[src/rtl/time_of_day_ctrl_if.sv]
// Tick, button and display-side signals of the time-of-day controller.
// The master side drives ticks/buttons and reads the display fields.
interface time_of_day_ctrl_if;
    logic       tick_s;
    logic       tick_hs;
    logic       btn_mode;
    logic       btn_inc;
    logic [4:0] hours;
    logic [5:0] minutes;
    logic [5:0] seconds;
    logic       blank_h;
    logic       blank_m;
    logic       setting;
    logic       day_wrap;

    modport master (
        output tick_s, tick_hs, btn_mode, btn_inc,
        input  hours, minutes, seconds, blank_h, blank_m, setting, day_wrap
    );

    modport slave (
        input  tick_s, tick_hs, btn_mode, btn_inc,
        output hours, minutes, seconds, blank_h, blank_m, setting, day_wrap
    );
endinterface

[src/rtl/time_of_day_ctrl.sv]
// 24h time-of-day sequencer with a RUN/SET_H/SET_M button-driven editor.
// Set fields blink at 1 Hz from the 2 Hz tick; every output is a flop.
module time_of_day_ctrl #(
    parameter int HOUR_WRAP   = 24,
    parameter int SYNC_STAGES = 2
) (
    input  logic                clk_in,
    input  logic                rst_n,
    time_of_day_ctrl_if.slave   bus
);
    typedef enum logic [1:0] {
        ST_RUN   = 2'd0,
        ST_SET_H = 2'd1,
        ST_SET_M = 2'd2
    } state_e;

    localparam logic [4:0] HOUR_MAX = 5'(HOUR_WRAP - 1);

    state_e                 state_q, state_d;
    logic [4:0]             hours_q, hours_d;
    logic [5:0]             minutes_q, minutes_d;
    logic [5:0]             seconds_q, seconds_d;
    logic                   phase_q, phase_d;
    logic                   blank_h_q, blank_h_d;
    logic                   blank_m_q, blank_m_d;
    logic                   setting_q, setting_d;
    logic                   day_wrap_q, day_wrap_d;
    logic [SYNC_STAGES-1:0] mode_sync_q, mode_sync_d;
    logic [SYNC_STAGES-1:0] inc_sync_q, inc_sync_d;
    logic                   mode_prev_q, mode_prev_d;
    logic                   inc_prev_q, inc_prev_d;
    logic                   mode_press_s;
    logic                   inc_press_s;

    // Button synchronizers and rising-edge detectors.
    always_comb begin
        mode_sync_d  = {mode_sync_q[SYNC_STAGES-2:0], bus.btn_mode};
        inc_sync_d   = {inc_sync_q[SYNC_STAGES-2:0], bus.btn_inc};
        mode_prev_d  = mode_sync_q[SYNC_STAGES-1];
        inc_prev_d   = inc_sync_q[SYNC_STAGES-1];
        mode_press_s = mode_sync_q[SYNC_STAGES-1] & ~mode_prev_q;
        inc_press_s  = inc_sync_q[SYNC_STAGES-1] & ~inc_prev_q;
    end

    // Next-state, time-field and blink computation.
    always_comb begin
        state_d    = state_q;
        hours_d    = hours_q;
        minutes_d  = minutes_q;
        seconds_d  = seconds_q;
        day_wrap_d = 1'b0;
        case (state_q)
            ST_RUN: begin
                if (bus.tick_s) begin
                    if (seconds_q == 6'd59) begin
                        seconds_d = 6'd0;
                        if (minutes_q == 6'd59) begin
                            minutes_d = 6'd0;
                            if (hours_q == HOUR_MAX) begin
                                hours_d    = 5'd0;
                                day_wrap_d = 1'b1;
                            end else begin
                                hours_d = hours_q + 5'd1;
                            end
                        end else begin
                            minutes_d = minutes_q + 6'd1;
                        end
                    end else begin
                        seconds_d = seconds_q + 6'd1;
                    end
                end else begin
                    seconds_d = seconds_q;
                end
                if (mode_press_s) begin
                    state_d = ST_SET_H;
                end else begin
                    state_d = ST_RUN;
                end
            end
            ST_SET_H: begin
                if (mode_press_s) begin
                    state_d = ST_SET_M;
                end else if (inc_press_s) begin
                    hours_d = (hours_q == HOUR_MAX) ? 5'd0 : hours_q + 5'd1;
                end else begin
                    state_d = ST_SET_H;
                end
            end
            ST_SET_M: begin
                if (mode_press_s) begin
                    // Leaving the editor restarts the minute cleanly.
                    state_d   = ST_RUN;
                    seconds_d = 6'd0;
                end else if (inc_press_s) begin
                    minutes_d = (minutes_q == 6'd59) ? 6'd0 : minutes_q + 6'd1;
                end else begin
                    state_d = ST_SET_M;
                end
            end
            default: begin
                state_d = ST_RUN;
            end
        endcase

        if (state_d != state_q) begin
            phase_d = 1'b0;
        end else if ((state_q != ST_RUN) && bus.tick_hs) begin
            phase_d = ~phase_q;
        end else begin
            phase_d = phase_q;
        end

        blank_h_d = (state_d == ST_SET_H) & phase_d;
        blank_m_d = (state_d == ST_SET_M) & phase_d;
        setting_d = (state_d != ST_RUN);
    end

    // State, time, blink and synchronizer registers.
    always_ff @(posedge clk_in or negedge rst_n) begin
        if (!rst_n) begin
            state_q     <= ST_RUN;
            hours_q     <= 5'd0;
            minutes_q   <= 6'd0;
            seconds_q   <= 6'd0;
            phase_q     <= 1'b0;
            blank_h_q   <= 1'b0;
            blank_m_q   <= 1'b0;
            setting_q   <= 1'b0;
            day_wrap_q  <= 1'b0;
            mode_sync_q <= '0;
            inc_sync_q  <= '0;
            mode_prev_q <= 1'b0;
            inc_prev_q  <= 1'b0;
        end else begin
            state_q     <= state_d;
            hours_q     <= hours_d;
            minutes_q   <= minutes_d;
            seconds_q   <= seconds_d;
            phase_q     <= phase_d;
            blank_h_q   <= blank_h_d;
            blank_m_q   <= blank_m_d;
            setting_q   <= setting_d;
            day_wrap_q  <= day_wrap_d;
            mode_sync_q <= mode_sync_d;
            inc_sync_q  <= inc_sync_d;
            mode_prev_q <= mode_prev_d;
            inc_prev_q  <= inc_prev_d;
        end
    end

    assign bus.hours    = hours_q;
    assign bus.minutes  = minutes_q;
    assign bus.seconds  = seconds_q;
    assign bus.blank_h  = blank_h_q;
    assign bus.blank_m  = blank_m_q;
    assign bus.setting  = setting_q;
    assign bus.day_wrap = day_wrap_q;
endmodule

[src/flat_wrapper.sv]
// flat-port wrapper written by rule: the top's interface ports become plain ports
module time_of_day_ctrl_flat 
#(
    parameter int HOUR_WRAP   = 24,
    parameter int SYNC_STAGES = 2
)
  (clk_in, rst_n, bus_tick_s, bus_tick_hs, bus_btn_mode, bus_btn_inc, bus_hours, bus_minutes, bus_seconds, bus_blank_h, bus_blank_m, bus_setting, bus_day_wrap);
  time_of_day_ctrl_if bus_i ();
  input  logic clk_in;
  input  logic rst_n;
  input wire logic [$bits(bus_i.tick_s)-1:0] bus_tick_s;
  input wire logic [$bits(bus_i.tick_hs)-1:0] bus_tick_hs;
  input wire logic [$bits(bus_i.btn_mode)-1:0] bus_btn_mode;
  input wire logic [$bits(bus_i.btn_inc)-1:0] bus_btn_inc;
  output wire logic [$bits(bus_i.hours)-1:0] bus_hours;
  output wire logic [$bits(bus_i.minutes)-1:0] bus_minutes;
  output wire logic [$bits(bus_i.seconds)-1:0] bus_seconds;
  output wire logic [$bits(bus_i.blank_h)-1:0] bus_blank_h;
  output wire logic [$bits(bus_i.blank_m)-1:0] bus_blank_m;
  output wire logic [$bits(bus_i.setting)-1:0] bus_setting;
  output wire logic [$bits(bus_i.day_wrap)-1:0] bus_day_wrap;
  assign bus_i.tick_s = bus_tick_s;
  assign bus_i.tick_hs = bus_tick_hs;
  assign bus_i.btn_mode = bus_btn_mode;
  assign bus_i.btn_inc = bus_btn_inc;
  assign bus_hours = bus_i.hours;
  assign bus_minutes = bus_i.minutes;
  assign bus_seconds = bus_i.seconds;
  assign bus_blank_h = bus_i.blank_h;
  assign bus_blank_m = bus_i.blank_m;
  assign bus_setting = bus_i.setting;
  assign bus_day_wrap = bus_i.day_wrap;
  time_of_day_ctrl #(.HOUR_WRAP(HOUR_WRAP), .SYNC_STAGES(SYNC_STAGES)) u_core (.clk_in(clk_in), .rst_n(rst_n), .bus(bus_i));
endmodule
[config.mk]
export PLATFORM = sky130hd
export DESIGN_NAME = time_of_day_ctrl_flat
export DESIGN_NICKNAME = d
export VERILOG_FILES = /design/src/rtl/time_of_day_ctrl_if.sv /design/src/rtl/time_of_day_ctrl.sv /design/src/flat_wrapper.sv
export SDC_FILE = /design/constraint.sdc
export NUM_CORES = 1
export LEC_CHECK = 0
export ABC_AREA = 1
export BUFFER_PORTS_ARGS = -buffer_cell sky130_fd_sc_hd__buf_2
export CELL_PAD_IN_SITES_DETAIL_PLACEMENT = 1
export CELL_PAD_IN_SITES_GLOBAL_PLACEMENT = 1
export CORE_MARGIN = 5
export CORE_UTILIZATION = 43
export CTS_CLUSTER_DIAMETER = 60
export DETAILED_ROUTE_END_ITERATION = 7
export GPL_ROUTABILITY_DRIVEN = 0
export PLACE_DENSITY = 0.79
export RECOVER_POWER = 100
export SYNTH_ARGS = -nofsm -noshare
export SYNTH_HDL_FRONTEND = slang
export SYNTH_SLANG_ARGS = --single-unit
[constraint.sdc]
create_clock -name clk_in -period 2.7 [get_ports clk_in]
set_input_delay 0.675 -clock clk_in [delete_from_list [all_inputs] [get_ports clk_in]]
set_output_delay 0.675 -clock clk_in [all_outputs]
set_load 0.01 [all_outputs]
==> impl_metrics.json, run 1 <==
{
  "drc_errors": 0,
  "ys_ff_latch": 30,
  "relSlewSlack_pct": -7.41,
  "grt_pass1_wl_mm": 6.67,
  "power.switching_uw": 802,
  "h-tree-depth": 2,
  "setup_slack_ns": 0.890,
  "violations": "max-capacitance violations, max-slew violations",
  "setup_tns_ns": 0,
  "cpLargestDelayFamily": "simple AND/OR/NAND/NOR gates",
  "synth_cell_types": 23,
  "utilization_pct": 49.7,
  "hold_violations": 0,
  "numClockSinks": 30,
  "cp_data_required_time_ns": 2.91,
  "die_area_sq_mm": 0.00476,
  "swShare_pct": 45.7,
  "cp_slowest_cell": "dfrtp_1",
  "numCtsBuffers": 5,
  "rsz0062_at_grt": "false",
  "tritoncts": "done",
  "setup_viol": 0,
  "hp-class": "register to register",
  "vias": 1326,
  "hpwl_mm": 2.81,
  "cp.buffers_inverters": 1,
  "pre_cts_slack_ns": 1.08,
  "start_kind": "register",
  "core_sq_mm": 0.00336,
  "ctsHoldBuffers": 0,
  "first_pass_iters": 4,
  "p_per_area_mw_per_mm2": 1050,
  "worst_pin_slew_ns": 1.61,
  "finalNonFillerCells": 258,
  "wl_per_cell_microns": 14.2,
  "period_needed_ns": 1.81,
  "ys_seq_area_share_pct": 50.1,
  "area_growth_pct": 11.5,
  "grtUsageTotal_pct": 17.3,
  "syn_avg_cell_area_sq_um": 8.32,
  "antenna_left": 0,
  "cp-end-kind": "register",
  "ir_drop_mv": 0.429,
  "viasPerCell": 5.14,
  "clock_latency_ns": 0.33,
  "post_cts_buffers": 0,
  "io_pins": 27,
  "antenna_found_initial": 0,
  "wl_mm": 3.65,
  "p_seq_share_pct": 42.1,
  "min_period_over_period_pct": 67.0,
  "p_clk_share_pct": 16.0,
  "cts.path.max_buffers": 2,
  "p_leak_nw": 0.833,
  "slowest_delay_ns": 0.43,
  "skew_ns": 0.0105,
  "rows": 21,
  "ys_warn_count": 0,
  "path_class": "register to register",
  "layout_commonest_cell": "nand2_1",
  "post-place-cells": 250,
  "worst_ep_arrival_time_ns": 2.02,
  "drv_slew": 31,
  "intPower_uw": 954,
  "start_util_pct": 44.5,
  "fmax_mhz": 553,
  "synthCells": 180,
  "grt_start_max_net_pins": 31,
  "nets": 220,
  "layout_common_cells": "52 x nand2_1, 30 x dfrtp_1, 23 x clkbuf_1",
  "io_buffers": 26,
  "cts-root-buf": "clkbuf_4",
  "antenna_cells": 0,
  "die_w_microns": 69.0,
  "synth_nets": 189,
  "drt_iter0_markers": 47,
  "cts_resized": 0,
  "clk_pin_slew_ns": 0.10,
  "die_h_microns": 69.0,
  "syn-cell-area_sq_mm": 0.00150,
  "power_frac_comb_pct": 41.9,
  "grt_pass1_vias": 1436,
  "crit_chain": "ha_1 -> nand3_1 -> nor2_1 -> nor2_1 -> inv_1 -> nand2_1 -> nand2_1 -> o21ai_0",
  "crit_path_max_fanout": 12,
  "overflow": 0,
  "status": "finished, violations left",
  "drive_above_1_share_pct": 8.96,
  "cap_viol_max_count": 1
}
[cell families after synthesis]
family / after synthesis / share of synthesized area [%]
AO/OA/AOI/OAI: 22 / 9.94
AND/OR/NAND/NOR: 98 / 28.4
flip-flops: 30 / 50.1
adder cells (fa/ha/maj): 3 / 2.51
XOR/XNOR: 5 / 2.92
buffers and inverters: 22 / 6.10
[cell usage after synthesis (all sizes together)]
master / number / area (sq um)
nor2: 21 / 86.3
a21oi: 5 / 25.0
dfrtp: 30 / 751
a22oi: 1 / 7.51
buf: 2 / 16.3
o21ai: 14 / 100
xor2: 2 / 17.5
o21bai: 1 / 7.51
a22o: 1 / 8.76
ha: 3 / 37.5
nand2: 53 / 206
nand3: 16 / 85.1
nor3: 2 / 10.0
nand4: 5 / 31.3
xnor2: 3 / 26.3
inv: 20 / 75.1
or2: 1 / 6.26
[final timing paths]
check / startpoint / endpoint / slack, ns / cells after the start
hold / removal: u_core.inc_sync_q[0] / u_core.inc_sync_q[1] / 0.36 / 0
hold reg to reg: u_core.inc_sync_q[0] / u_core.inc_sync_q[1] / 0.36 / 0
setup / recovery: u_core.bus.seconds[0] / u_core.bus.minutes[1] / 0.89 / 8
setup reg to reg: u_core.bus.seconds[0] / u_core.bus.minutes[1] / 0.89 / 8
max in group asynchronous: rst_n / u_core.bus.seconds[1] / 1.02 / 1
min in group asynchronous: rst_n / u_core.inc_prev_q / 0.74 / 1
[layout make-up]
cell class | instances | area (sq um)
clock buffers | 7 | 55.1
well taps | 46 | 57.6
repair buffers | 26 | 103
clock inverters | 1 | 5.00
inverters | 20 | 75.1
fillers | 481 | 1690
multi-input cells | 128 | 624
flip-flops and latches | 30 | 751
[per-stage QoR]
step           hold slack [ns]  total power, mW  instance area, sq um
2_1_floorplan            0.331             1.27                  1500
3_3_place_gp             0.334             1.49                  1670
3_5_place_dp             0.336             1.56                  1670
4_1_cts                  0.358             1.85                  1730
5_1_grt                  0.378             1.93                  1670
6_report                 0.356             1.76                  1670
[per-layer routing]
layer  wire [microns]  track usage (%)  vias to the layer above  part of all wire, %
li1                 -                -                      646                    -
met1             1450             19.0                      651                   40
met2             1980             30.7                       24                   54
met3              157             5.38                        5                  4.3
met4               64             7.16                        0                  1.8
met5                0                0                        -                    0
[registers in the layout, indices dropped and copies added, names as in the netlist, 2 cells and up]
name	flops
u_core.bus.minutes	6
u_core.bus.seconds	6
u_core.state_q	2
u_core.inc_sync_q	2
u_core.mode_sync_q	2
u_core.bus.hours	5
[power by group through the flow]
| stage | logic (mW) | clock network, mW | registers (mW) |
|---|---|---|---|
| floorplan | 0.517 | 0 | 0.757 |
| detailed placement | 0.816 | 0 | 0.742 |
| global route | 0.848 | 0.317 | 0.761 |
| global placement | 0.762 | 0 | 0.723 |
| finish | 0.736 | 0.281 | 0.739 |
| CTS | 0.822 | 0.294 | 0.735 |
Power figures use the tool's default switching activity.
==> inputs of run 2 (changes only) <==
CORE_UTILIZATION = 40   (was 43)
PLACE_DENSITY = 0.74   (was 0.79)
clock period = 1.9 ns   (was 2.7 ns; I/O delays follow)
==> impl_metrics.json, run 2 (synthesis results as in run 1) <==
{
  "status": "completed",
  "cts.path.max_buffers": 2,
  "post_cts_buffers": 0,
  "layout_common_cells": "51 x nand2_1, 30 x dfrtp_1, 21 x clkbuf_1",
  "path_class": "register to register",
  "io_pins": 27,
  "overflow": 0,
  "area_growth_pct": 13.5,
  "ir_drop_mv": 0.626,
  "start_kind": "register",
  "layout_commonest_cell": "nand2_1",
  "hold_violations": 0,
  "die_area_sq_mm": 0.00507,
  "fmax_mhz": 635,
  "grt_pass1_wl_mm": 6.24,
  "grtUsageTotal_pct": 15.7,
  "clock_latency_ns": 0.28,
  "cp_slowest_cell": "dfrtp_1",
  "cp_data_required_time_ns": 2.06,
  "io_buffers": 26,
  "h-tree-depth": 2,
  "min_period_over_period_pct": 82.9,
  "worst_ep_arrival_time_ns": 1.73,
  "skew_ns": 0.00283,
  "antenna_left": 0,
  "slowest_delay_ns": 0.41,
  "finalNonFillerCells": 259,
  "post-place-cells": 252,
  "die_w_microns": 71.2,
  "crit_chain": "ha_1 -> nand3_1 -> nor2_2 -> nor2_1 -> inv_2 -> nand2_2 -> nand2_1 -> o21ai_0",
  "hold_ws_ns": 0.243,
  "drt_iter0_markers": 31,
  "worst_pin_slew_ns": 0.728,
  "cts-root-buf": "clkbuf_8",
  "drive_above_1_share_pct": 10.9,
  "start_util_pct": 41.2,
  "hpwl_mm": 2.71,
  "die_h_microns": 71.2,
  "p_leak_nw": 0.843,
  "clk_pin_slew_ns": 0.06,
  "relSlewSlack_pct": 51.4,
  "drc_errors": 0,
  "hp-class": "primary input to async pin",
  "tritoncts": "done",
  "setup_viol": 0,
  "setup_slack_ns": 0.324,
  "crit_path_max_fanout": 12,
  "rsz0062_at_grt": "false",
  "numCtsBuffers": 5,
  "antenna_cells": 0,
  "setup_tns_ns": 0,
  "vias": 1288,
  "fin_total_pwr_mw": 2.53,
  "drv_slew": 0,
  "wl_per_cell_microns": 13.4,
  "cts_resized": 0,
  "cap_viol_max_count": 0,
  "viasPerCell": 4.97,
  "core_sq_mm": 0.00363,
  "cp-end-kind": "register",
  "nets": 220,
  "pre_cts_slack_ns": 0.276,
  "rows": 22,
  "grt_start_max_net_pins": 31,
  "numClockSinks": 30,
  "wl_mm": 3.47,
  "first_pass_iters": 3,
  "antenna_found_initial": 0,
  "fillers": 484,
  "ctsHoldBuffers": 0,
  "grt_pass1_vias": 1398,
  "period_needed_ns": 1.58,
  "p_per_area_mw_per_mm2": 1490
}
==> run 2: layout make-up <==
| class | count | area [sq um] | area share, % |
|---|---|---|---|
| clock buffer | 5 | 68.8 | 4.05 |
| clock inverter | 2 | 10.0 | 0.589 |
| inverter | 20 | 75.1 | 4.42 |
| multi-input combinational | 128 | 631 | 37.1 |
| sequential | 30 | 751 | 44.2 |
| tap | 48 | 60.1 | 3.53 |
| timing repair buffer | 26 | 104 | 6.11 |
==> run 2: through the flow <==
step | utilization (%) | instance area [sq um]
after global placement | 46.0 | 1670
after floorplan | - | 1500
final | 46.8 | 1700
after global routing | 46.8 | 1700
after detailed placement | 46.0 | 1670
after CTS | 48.2 | 1750
==> run 2: worst paths after layout <==
check | endpoint | slack (ns) | cells past startpoint | startpoint
worst max-delay path | u_core.bus.minutes[0] | 0.32 | 8 | u_core.bus.seconds[0]
worst min-delay path | u_core.mode_sync_q[0] | 0.24 | 1 | rst_n
worst max register to register | u_core.bus.minutes[0] | 0.32 | 8 | u_core.bus.seconds[0]
worst min register to register | u_core.inc_sync_q[1] | 0.35 | 0 | u_core.inc_sync_q[0]
max in group asynchronous | u_core.bus.seconds[3] | 1.19 | 1 | rst_n
min in group clk_in | u_core.mode_sync_q[0] | 0.30 | 1 | bus_btn_mode
==> run 2: critical path, delay by kind of cell, from the launching register on <==
kind	cells	cell delay [ns]
buffers and inverters	1	0.11
AO/OA/AOI/OAI	1	0.09
adder cells (fa/ha/maj)	1	0.22
AND/OR/NAND/NOR	5	0.63
flip-flops	1	0.41
==> run 2: power by group <==
group	switching [mW]	total, mW	leakage (nW)	internal (mW)
combinational	0.676	1.03	0.420	0.350
clock	0.226	0.471	0.0438	0.245
sequential	0.207	1.04	0.380	0.829
total	1.11	2.53	0.843	1.42
==> run 2: metal layers <==
metal	GRT usage [%]	vias to the layer above	share of wire [%]
met4	7.52	0	2.2
met2	27.1	23	50
met3	5.11	6	5.9
met5	0	-	0
met1	17.2	619	42
li1	-	640	-
